### config.mk
export PLATFORM = sky130hd
export DESIGN_NAME = instr_fetch_unit
export DESIGN_NICKNAME = d
export VERILOG_FILES = /design/src/rtl/instr_fetch_unit_pkg.sv /design/src/rtl/instr_fetch_unit_fetch_out_reg.sv /design/src/rtl/instr_fetch_unit.sv
export SDC_FILE = /design/constraint.sdc
export NUM_CORES = 1
export LEC_CHECK = 0
export ABC_CLOCK_PERIOD_IN_PS = 6600
export CELL_PAD_IN_SITES_DETAIL_PLACEMENT = 1
export CELL_PAD_IN_SITES_GLOBAL_PLACEMENT = 1
export CORE_AREA = 2 2 118 120
export CTS_CLUSTER_SIZE = 12
export DETAILED_ROUTE_END_ITERATION = 7
export DIE_AREA = 0 0 120 122
export GPL_ROUTABILITY_DRIVEN = 0
export PLACE_DENSITY = 0.95
export SETUP_SLACK_MARGIN = 0.05
export SLEW_MARGIN = 20
export SYNTH_ARGS = -nofsm -noshare
export SYNTH_HDL_FRONTEND = slang
export SYNTH_SLANG_ARGS = --single-unit
### constraint.sdc
create_clock -name clk -period 6.6 [get_ports clk]
set_input_delay 1.98 -clock clk [delete_from_list [all_inputs] [get_ports clk]]
set_output_delay 1.98 -clock clk [all_outputs]
set_load 0.01 [all_outputs]
### src/rtl/instr_fetch_unit_pkg.sv
// Shared definitions for the instruction fetch unit: FSM state encoding,
// PC increment and the default reset PC.
package instr_fetch_unit_pkg;

  localparam logic [2:0] ST_IDLE = 3'd0;
  localparam logic [2:0] ST_REQ  = 3'd1;
  localparam logic [2:0] ST_WAIT = 3'd2;
  localparam logic [2:0] ST_DROP = 3'd3;
  localparam logic [2:0] ST_HOLD = 3'd4;

  typedef enum logic [2:0] {
    IDLE = ST_IDLE,
    REQ  = ST_REQ,
    WAIT = ST_WAIT,
    DROP = ST_DROP,
    HOLD = ST_HOLD
  } fetch_state_e;

  localparam int unsigned PC_INC           = 4;
  localparam logic [31:0] DEFAULT_RESET_PC = 32'h0040_0000;

endpackage

### src/rtl/instr_fetch_unit_fetch_out_reg.sv
// Holding register for the instruction presented to decode; load captures a
// new {PC, instruction}, clear drops valid but leaves the payload untouched.
module instr_fetch_unit_fetch_out_reg
  import instr_fetch_unit_pkg::*;
#(
  parameter int N       = 32,
  parameter int INSTR_W = 32
) (
  input  logic               clk,
  input  logic               reset,
  input  logic               load,
  input  logic               clear,
  input  logic [INSTR_W-1:0] instr_in,
  input  logic [N-1:0]       pc_in,
  output logic               valid,
  output logic [INSTR_W-1:0] instr,
  output logic [N-1:0]       pc
);

  logic               valid_q, valid_d;
  logic [INSTR_W-1:0] instr_q, instr_d;
  logic [N-1:0]       pc_q, pc_d;

  always_comb begin
    valid_d = valid_q;
    instr_d = instr_q;
    pc_d    = pc_q;
    if (load) begin
      valid_d = 1'b1;
      instr_d = instr_in;
      pc_d    = pc_in;
    end else if (clear) begin
      valid_d = 1'b0;
    end
  end

  always_ff @(posedge clk) begin
    if (reset) begin
      valid_q <= 1'b0;
      instr_q <= '0;
      pc_q    <= '0;
    end else begin
      valid_q <= valid_d;
      instr_q <= instr_d;
      pc_q    <= pc_d;
    end
  end

  assign valid = valid_q;
  assign instr = instr_q;
  assign pc    = pc_q;

endmodule

### src/rtl/instr_fetch_unit.sv
// Instruction fetch unit: owns the fetch PC, issues one memory read at a time,
// hands {PC, instruction} to decode and discards responses made stale by redirects.
module instr_fetch_unit
  import instr_fetch_unit_pkg::*;
#(
  parameter int           N        = 32,
  parameter int           INSTR_W  = 32,
  parameter logic [N-1:0] RESET_PC = N'(DEFAULT_RESET_PC)
) (
  input  logic               clk,
  input  logic               reset,
  input  logic               redirect_valid,
  input  logic [N-1:0]       redirect_pc,
  output logic               imem_req_valid,
  input  logic               imem_req_ready,
  output logic [N-1:0]       imem_req_addr,
  input  logic               imem_resp_valid,
  input  logic [INSTR_W-1:0] imem_resp_data,
  output logic               dec_valid,
  input  logic               dec_ready,
  output logic [INSTR_W-1:0] dec_instr,
  output logic [N-1:0]       dec_pc
);

  fetch_state_e state_q, state_d;
  logic [N-1:0] fetch_pc_q, fetch_pc_d;
  logic [N-1:0] redirect_target;
  logic         out_load, out_clear;
  logic         redirect_lsb_unused;

  // Instructions are word aligned, so the low target bits are simply dropped.
  assign redirect_target     = {redirect_pc[N-1:2], 2'b00};
  assign redirect_lsb_unused = ^redirect_pc[1:0];

  always_ff @(posedge clk) begin
    if (reset) begin
      state_q    <= IDLE;
      fetch_pc_q <= RESET_PC;
    end else begin
      state_q    <= state_d;
      fetch_pc_q <= fetch_pc_d;
    end
  end

  always_comb begin
    state_d        = state_q;
    fetch_pc_d     = fetch_pc_q;
    out_load       = 1'b0;
    out_clear      = 1'b0;
    imem_req_valid = 1'b0;
    case (state_q)
      IDLE: begin
        state_d = REQ;
        if (redirect_valid) fetch_pc_d = redirect_target;
      end
      REQ: begin
        imem_req_valid = 1'b1;
        // A request accepted together with a redirect fetches the wrong address.
        if (redirect_valid) begin
          fetch_pc_d = redirect_target;
          if (imem_req_ready) state_d = DROP;
        end else if (imem_req_ready) begin
          state_d = WAIT;
        end
      end
      WAIT: begin
        if (imem_resp_valid) begin
          if (redirect_valid) begin
            state_d    = REQ;
            fetch_pc_d = redirect_target;
          end else begin
            state_d    = HOLD;
            out_load   = 1'b1;
            fetch_pc_d = fetch_pc_q + N'(PC_INC);
          end
        end else if (redirect_valid) begin
          state_d    = DROP;
          fetch_pc_d = redirect_target;
        end
      end
      DROP: begin
        if (redirect_valid)  fetch_pc_d = redirect_target;
        if (imem_resp_valid) state_d    = REQ;
      end
      HOLD: begin
        if (redirect_valid) fetch_pc_d = redirect_target;
        if (dec_ready || redirect_valid) begin
          state_d   = REQ;
          out_clear = 1'b1;
        end
      end
      default: state_d = IDLE;
    endcase
  end

  assign imem_req_addr = fetch_pc_q;

  instr_fetch_unit_fetch_out_reg #(
    .N       (N),
    .INSTR_W (INSTR_W)
  ) u_out_reg (
    .clk      (clk),
    .reset    (reset),
    .load     (out_load),
    .clear    (out_clear),
    .instr_in (imem_resp_data),
    .pc_in    (fetch_pc_q),
    .valid    (dec_valid),
    .instr    (dec_instr),
    .pc       (dec_pc)
  );

endmodule

==> flow_summary.yaml <==
logic_synthesis:
  synth_edf_count: 0
  avgSynthCellArea_um2: 7.616
  yosysWarnings: 0
  synth_fp_nets: 660
  syn_area_mm2: 0.004486
  ys_ff_latch: 100
  ys_seq_area_share_pct: 44.63
  async_reset_ff_share_pct: 0
  synth_cell_type_count: 57
  synthCells: 589
  ys.flop_type: "dfxtp_1"
clocking:
  cts_tree: "built"
  clockBufferDepth: 2
  cts_max_level: 3
  ctsResizeCount: 0
  postCtsHoldBufs: 0
  cts_sinks: 100
  clockRootBuffer: "clkbuf_16"
  cts_setup_buffers: 0
  clk_pin_slew_ps: 70
  cts_buffers: 9
  insertion_delay_ps: 360
sta:
  tightest_slew_ps: 1043
  rsz0062_at_grt: "false"
  slew_headroom_pct: 30.12
  slew_violations: 0
  setup_violations: 0
  fmax_mhz: 240.7
  post-route-period-util_pct: 62.95
  skew_ps: 6.327
  min_period_ps: 4155
  hold_viol: 0
  setup_tns_ps: 0
global_route:
  antenna_found_initial: 0
  grtUsageTotal_pct: 22.15
  grt_pass1_wl_mm: 25.94
  grt_pass1_vias: 5043
  globalRouteOverflowTotal: 0
  grt_start_max_net_pins: 103
floorplanning:
  io_pins: 168
  die_area_mm2: 0.01464
  die_x_um: 120
  core_area_mm2: 0.01350
  die_h_um: 122
  std_cell_rows: 43
  initial_core_util_pct: 33.22
setup_path:
  ff2ff_setup_slack_ps: 4070
  cp_max_fo: 55
  worstPathRequired_ps: 6890
  slowest_delay_ps: 700
  crit_arrival_ps: 4450
  worstSetupStartpointType: "primary input"
  critPathKind: "primary input to flop"
  path_cells: "clkdlybuf4s50_1, nand2b_1, or3_2, buf_4, nor4_1, a221oi_1, a21oi_1"
  end_kind: "flop"
  slowest_stage: "clkdlybuf4s50_1"
run:
  drv_cap: 0
cells_and_area:
  antennaDiodeCount: 0
  post-route-cell-area_mm2: 0.006544
  fin_util_pct: 48.46
  final_common_cell: "clkdlybuf4s50_1"
  layout-drive-gt1-share_pct: 4.814
  syn_to_final_growth_pct: 45.89
  mostFrequentLayoutCells: "163 x clkdlybuf4s50_1, 159 x nand2_1, 100 x dfxtp_1"
  finalNetCount: 793
  fill_cells: 1613
routing:
  viasPerCell: 5.405
  drt-initial-drc-count: 261
  drt_pass1_iterations: 4
  drc_errors: 0
  routedWlPerCell_um: 18.09
  vias: 4902
  ant_nets: 0
  routed_wl_mm: 16.40
placed_design:
  io_buffers: 165
  dp_hpwl_mm: 11.35
  placed_cell_area_mm2: 0.006222
pwr:
  peakVddDrop_uv: 98.52
  p_leak_nw: 2.192
  p_per_area_mw_per_mm2: 212.2
status:
  status: "finished clean"
hold_path:
  hp-class: "flop to flop"
-- cell type report --
class	count	area, um^2	share of cell area, %
Multi-Input combinational cell	437	2293	35.05
Sequential cell	100	2002	30.59
Timing Repair Buffer	170	1707	26.08
Clock buffer	11	242.7	3.709
Tap cell	180	225.2	3.442
Clock inverter	5	58.81	0.8987
Inverter	4	15.01	0.2294
-- synth_stat cells, types with 3 or more instances --
master	count	share of area, %
a21oi_1	87	9.7
nor4_1	6	0.84
a21o_1	3	0.50
o211ai_1	4	0.67
or3_1	8	1.1
nor3_1	6	0.67
nand2b_1	4	0.56
nand4_1	10	1.4
a211oi_1	3	0.50
and2_1	4	0.56
nand2_1	159	13
a221oi_1	5	0.98
a22oi_1	5	0.84
nand3_1	15	1.7
inv_1	4	0.33
o31ai_1	3	0.50
mux2i_1	8	1.8
and3_1	10	1.4
a31o_2	3	0.59
buf_2	4	0.45
a31oi_1	7	0.98
dfxtp_1	100	45
nor2_1	27	2.3
o21ai_0	16	1.8
buf_1	5	0.42
nand3b_1	4	0.67
nor2b_1	4	0.56
clkbuf_1	39	3.3
nor3b_1	5	0.84
-- worst max-delay path, delay by kind of cell --
kind | cells | cell delay, ps
simple gates | 3 | 1110
buf+inv | 2 | 1090
compound gates | 2 | 250
-- path summary, 6_finish.rpt --
| path | start | endpoint | cells past startpoint |
|---|---|---|---|
| worst max-delay path | imem_resp_valid | imem_req_addr[19]$_SDFFE_PP0P_ | 7 |
| worst min-delay path | u_out_reg.instr[24]$_SDFFE_PP0P_ | u_out_reg.instr[24]$_SDFFE_PP0P_ | 2 |
| worst max register to register | state_q[2]$_SDFFE_PP0P_ | imem_req_addr[15]$_SDFFE_PP0P_ | 5 |
| worst min register to register | u_out_reg.instr[24]$_SDFFE_PP0P_ | u_out_reg.instr[24]$_SDFFE_PP0P_ | 2 |
-- where the power goes --
part | internal [mW] | leakage (nW) | switching [mW]
sequential | 0.622 | 0.813 | 0.0362
clock | 0.305 | 0.142 | 0.244
combinational | 0.0975 | 1.24 | 0.0842
total | 1.02 | 2.19 | 0.364
-- flip-flops by register name, summed over array words and instances (netlist names) --
register         count
imem_req_addr       32
state_q              3
u_out_reg.instr     32
u_out_reg.pc        32
u_out_reg.valid      1
-- routing by layer --
metal	global-route usage (%)	vias up	wire, um
met5	0	-	0
met4	10.66	0	536
met3	3.979	41	742
met2	38.25	147	8285
met1	26.60	2389	6840
li1	-	2325	-
-- metrics by stage --
step	setup slack (ps)	std cells	hold WS, ps	power, mW
floorplan	3191	589	480.5	0.7459
global placement	2149	890	440.6	0.8404
detailed placement	2052	890	448.7	0.8506
CTS	2421	906	458.3	1.400
global route	2183	907	479.2	1.439
finish	2445	907	455.4	1.389
-- kinds of logic after synthesis --
family / after synthesis / synth area share (%)
AOI/OAI and AO/OA: 153 / 20.22
adders and majority gates: 1 / 0.2789
buffers and inverters: 52 / 4.463
DFF: 100 / 44.63
muxes: 9 / 2.036
and+or+nand+nor: 274 / 28.37
Power figures use the tool's default switching activity.
